`src/rtl/ram_arbiter.sv`:
```
// Two-port arbiter in front of a single-port RAM.
// Each access takes three cycles: IDLE (arbitrate), ACCESS (drive RAM), RESP (report).
// Optional macro RAM_ARB_ROUND_ROBIN_EN selects round-robin tie breaking;
// without it port 0 always wins a tie.
module ram_arbiter #(
  parameter int unsigned TAM_POSICIONES = 1024,
  parameter int unsigned TAM_PALABRA    = 32,
  localparam int unsigned AW = $clog2(TAM_POSICIONES)
) (
  input  logic                   CLK,
  input  logic                   RSTa,
  input  logic                   REQ0,
  input  logic                   REQ1,
  input  logic                   WE0,
  input  logic                   WE1,
  input  logic [AW-1:0]          ADDR0,
  input  logic [AW-1:0]          ADDR1,
  input  logic [TAM_PALABRA-1:0] WDATA0,
  input  logic [TAM_PALABRA-1:0] WDATA1,
  output logic                   GNT0,
  output logic                   GNT1,
  output logic                   VALID0,
  output logic                   VALID1,
  output logic [TAM_PALABRA-1:0] RDATA0,
  output logic [TAM_PALABRA-1:0] RDATA1,
  output logic                   RAM_WR,
  output logic                   RAM_OE,
  output logic [AW-1:0]          RAM_ADDR,
  output logic [TAM_PALABRA-1:0] RAM_DIN,
  input  logic [TAM_PALABRA-1:0] RAM_DOUT,
  output logic                   BUSY
);

  localparam logic [1:0] StIdle   = 2'd0;
  localparam logic [1:0] StAccess = 2'd1;
  localparam logic [1:0] StResp   = 2'd2;

  logic [1:0]             state_q, state_d;
  logic                   idx_q;
  logic                   we_q;
  logic [AW-1:0]          addr_q;
  logic [TAM_PALABRA-1:0] din_q;
  logic [1:0]             gnt_q;
  logic [1:0]             valid_q;
  logic [TAM_PALABRA-1:0] rdata0_q, rdata1_q;
  logic                   req_any;
  logic                   win;

`ifdef RAM_ARB_ROUND_ROBIN_EN
  logic last_q;

  // Tie goes to the port that was not served last; otherwise the lone requester wins.
  always_comb begin
    if (REQ0 && REQ1) win = ~last_q;
    else              win = ~REQ0;
  end
`else
  // Fixed priority: port 0 wins whenever it requests.
  always_comb begin
    win = ~REQ0;
  end
`endif

  assign req_any = REQ0 | REQ1;

  // Next-state logic: IDLE waits for a request, ACCESS and RESP advance unconditionally.
  always_comb begin
    state_d = state_q;
    case (state_q)
      StIdle:   if (req_any) state_d = StAccess;
      StAccess: state_d = StResp;
      StResp:   state_d = StIdle;
      default:  state_d = StIdle;
    endcase
  end

  // Datapath and handshake registers; request fields are latched only at the winning IDLE edge.
  always_ff @(posedge CLK) begin
    if (RSTa) begin
      state_q  <= StIdle;
      idx_q    <= 1'b0;
      we_q     <= 1'b0;
      addr_q   <= '0;
      din_q    <= '0;
      gnt_q    <= 2'b00;
      valid_q  <= 2'b00;
      rdata0_q <= '0;
      rdata1_q <= '0;
`ifdef RAM_ARB_ROUND_ROBIN_EN
      last_q   <= 1'b1;
`endif
    end else begin
      state_q <= state_d;
      gnt_q   <= 2'b00;
      valid_q <= 2'b00;
      if (state_q == StIdle && req_any) begin
        idx_q  <= win;
        we_q   <= win ? WE1 : WE0;
        addr_q <= win ? ADDR1 : ADDR0;
        din_q  <= win ? WDATA1 : WDATA0;
        gnt_q  <= win ? 2'b10 : 2'b01;
`ifdef RAM_ARB_ROUND_ROBIN_EN
        last_q <= win;
`endif
      end
      if (state_q == StAccess) begin
        valid_q <= gnt_q;
        if (!we_q) begin
          if (idx_q) rdata1_q <= RAM_DOUT;
          else       rdata0_q <= RAM_DOUT;
        end
      end
    end
  end

  // RAM strobes only in ACCESS, and suppressed combinationally while reset is high.
  always_comb begin
    RAM_WR = 1'b0;
    RAM_OE = 1'b0;
    if (state_q == StAccess && !RSTa) begin
      RAM_WR = we_q;
      RAM_OE = ~we_q;
    end
  end

  assign RAM_ADDR = addr_q;
  assign RAM_DIN  = din_q;
  assign GNT0     = gnt_q[0];
  assign GNT1     = gnt_q[1];
  assign VALID0   = valid_q[0];
  assign VALID1   = valid_q[1];
  assign RDATA0   = rdata0_q;
  assign RDATA1   = rdata1_q;
  assign BUSY     = (state_q != StIdle);

endmodule

```
`config.mk`:
```
export PLATFORM = sky130hd
export DESIGN_NAME = ram_arbiter
export DESIGN_NICKNAME = d
export VERILOG_FILES = /design/src/rtl/ram_arbiter.sv
export SDC_FILE = /design/constraint.sdc
export NUM_CORES = 1
export LEC_CHECK = 0
export CORE_ASPECT_RATIO = 2
export CORE_UTILIZATION = 40
export CTS_CLUSTER_SIZE = 10
export DETAILED_ROUTE_END_ITERATION = 12
export GPL_TIMING_DRIVEN = 0
export PLACE_DENSITY_LB_ADDON = 0.3
export SYNTH_ARGS = -nofsm -noshare
export SYNTH_HDL_FRONTEND = slang
export SYNTH_SLANG_ARGS = --single-unit
```
`constraint.sdc`:
```
create_clock -name CLK -period 1.55 [get_ports CLK]
set_input_delay 0.2325 -clock CLK [delete_from_list [all_inputs] [get_ports CLK]]
set_output_delay 0.2325 -clock CLK [all_outputs]
set_load 0.005 [all_outputs]
```
==> results.cfg <==
[outcome]
result_of_the_run = complete, no violations

[grt]
groute.usage.overall_pct = 24.87
grt_max_degree = 17
grt_first_pass_wirelength_microns = 23240
grt_overflow = 0
grt_antenna_before_repair = 0
number_of_global_route_vias_before_repair = 4758

[timing]
skew_ps = 9.733
slew-limit-headroom_pct = 51.51
final.setup.worst_slack_ps = 29.53
rsz0062_at_grt = true
hold_viol = 0
max_slew.worst_pin.slew_ps = 727.4
achievable-frequency_mhz = 657.7
timing.final.setup_violations = 0
slew_limit_fails = 0
final_worst_path_period_share_pct = 98.09
period_needed_ps = 1520

[synth]
synth.top_cell.area_share_pct = 49.16
top_cells_by_count_synth = nand2_1, dfxtp_1, a21oi_1
post_synth.cell_area_avg_sq_um = 9.265
synth_flop_cell = dfxtp_1
synth.lib_cells_used.distinct = 21
synth_enable_flop_cells = 0
synth_nets = 623
mapped_area_sq_um = 4642
yosys_reg_bits = 114
synth.yosys.seq_area_share_pct = 49.16
async_set_or_reset_register_ratio_after_synthesis_pct = 0
ys.warnings.count = 0
largest_area_contributor_in_the_synthesized_netlist = dfxtp_1
synth.top_cells.by_area = dfxtp_1, a21oi_1, a211oi_2
synth.most_common_cell = nand2_1
synthesis.instances = 501

[floorplan]
num_rows = 55
floorplan.initialDensity_pct = 41.13
die_width_microns = 78.18
die_height_microns = 154.3
floorplan.io_pins = 235
core_area_sq_um = 11290
fp.dieArea_sq_um = 12070

[layout]
syn2layout_area_growth_pct = 70.24
layout.cell_area.non_filler_sq_um = 7903
antennaDiodeCount = 0
layout.cells.non_filler = 918
layout.nets = 885
post_route_cells_drive_above_1_share_pct = 15.98

[hold_path]
min_delay_path_depth = 3
min_path_type = in -> reg

[pwr]
cellLeakagePower_nw = 2.954
share_seq_of_total_power_pct = 37.1
clock_power_share_pct = 43.9
combPwrFrac_pct = 19.0
power_density_normalized_to_cell_area_nw_per_um2 = 1115
vdd_ir_drop_max_uv = 935.8
cellInternalPower_mw = 6.673
sw_frac_of_total_pct = 24.29
switching_power_mw = 2.141

[clock_tree]
clkLatencyLatePin_ps = 400
htree_levels = 4
cts_sink_cnt = 114
cts_buffer_count = 17
clkTransAtPathRegs_ps = 50
cts_max_path_buffers = 2
cts_tree = done
clock_tree.root_cell = clkbuf_16

[setup_path]
required_ps = 1320
crit_path_largest_cell_delay_ps = 560
critPathCaptureType = primary output
crit_path_max_fanout = 2
worst-path-buf-inv = 1
timing.critical_path.from_type = flop
worstPathArrival_ps = 1290
worst-path-stages = 1
worstSetupPathType = reg -> out
critical_path.top_delay_family = buffers and inverters
r2r_cells = 6
critPathSlowestCell = clkdlybuf4s50_1
path_cells = clkdlybuf4s50_1

[routing]
final_antenna_net_count = 0
dr_total_vias = 4645
routedWlPerCell_microns = 16.44
route.detailed.drc = 0
vias_per_cell = 5.060
wl_microns = 15090
detail_route.iter0.violations = 162
detail_route.first_pass.iterations = 4

[place]
placedInstanceArea_sq_um = 7162
placer_congestion = 0.8150
preCtsSetupSlack_ps = -498.8
hpwl_microns = 11530
io_buffer_count = 234
numPlacedInstances = 877

[flow_run]
drv.max_cap_violation_count = 0
-- final timing paths --
| path | endpoint | from | slack (ps) |
|---|---|---|---|
| worst max register to register | RDATA0[21]$_SDFFE_PP0P_ | state_q[1]$_SDFFE_PP0P_ | 30 |
| worst min register to register | valid_q[1]$_SDFF_PP0_ | gnt_q[1]$_SDFF_PP0_ | 450 |
| worst max-delay path | RDATA0[10] | RDATA0[10]$_SDFFE_PP0P_ | 30 |
| worst min-delay path | RDATA1[10]$_SDFFE_PP0P_ | RAM_DOUT[10] | 400 |
-- what timing repair did --
item                                   4_1_cts  5_1_grt
gates resized for setup                     25       29
pin swaps                                    1        1
endpoints found under the hold margin        0        0
setup endpoints to repair                   55       88
setup buffers                                7        3
hold buffers                                 0        0
-- cell usage in the layout, fill, tap and decap left out, drive strengths merged --
cell type	instances
buf	31
nand4bb	1
clkdlybuf4s50	229
nand2	129
nor4b	1
nor3b	2
nor3	1
clkinvlp	2
dfxtp	114
nor2	2
clkinv	5
and2	4
dlygate4sd2	1
a21oi	108
or4b	1
clkbuf	50
a211oi	44
inv	1
mux2i	43
nor2b	1
nor4bb	1
dlymetal6s2s	1
or2	1
bufinv	3
-- state kept, by name, indices dropped and copies added, names as in the netlist --
signal,flops
RDATA0,32
state_q,2
we_q,1
RAM_ADDR,10
gnt_q,2
RDATA1,32
valid_q,2
idx_q,1
RAM_DIN,32
-- through the flow --
| stage | utilization, % | hold slack, ps | power (mW) | TNS [ps] |
|---|---|---|---|---|
| after floorplan | - | 337.6 | 4.017 | 0 |
| after global placement | 63.46 | 438.7 | 4.894 | -40860 |
| after detailed placement | 63.46 | 441.5 | 4.945 | -39370 |
| after CTS | 69.41 | 393.5 | 8.862 | -11.98 |
| after global routing | 70.02 | 420.5 | 9.146 | -360.4 |
| final | 70.02 | 404.5 | 8.813 | 0 |
-- power by group through the flow --
stage	combinational (mW)	sequential (mW)	clock, mW
6_report	1.67	3.27	3.87
2_1_floorplan	0.689	3.33	0
5_1_grt	1.80	3.29	4.06
3_3_place_gp	1.58	3.31	0
3_5_place_dp	1.62	3.32	0
4_1_cts	1.66	3.27	3.93
-- final cells by class --
type,instances,area (sq um)
Fill cell,936,3383
Timing Repair Buffer,243,2400
Sequential cell,114,2291
Multi-Input combinational cell,339,2135
Clock buffer,22,454.2
Buffer,47,307.8
Tap cell,142,177.7
Clock inverter,10,133.9
Inverter,1,3.754
-- layer usage --
layer | routed length, microns | vias up | global-route usage [%] | part of all wire [%]
met5 | 0 | - | 0 | 0
met3 | 875 | 48 | 5.723 | 5.8
li1 | - | 2255 | - | -
met1 | 5096 | 2167 | 23.42 | 34
met2 | 8434 | 175 | 47.28 | 56
met4 | 687 | 0 | 14.64 | 4.6
-- cell families (layout without fill, tap and decap cells) --
family          after synthesis  after routing  share of synthesized area, %
mux                          43             43                         9.272
simple gates                144            144                         12.83
flops                       114            114                         49.16
buf+inv                      48            323                         5.661
compound gates              152            152                         23.07
-- tightest hold or removal path: stages --
cell             delay [ps]
clkdlybuf4s50_1         420
nand2_1                  60
a21oi_1                  50
Power figures use the tool's default switching activity.
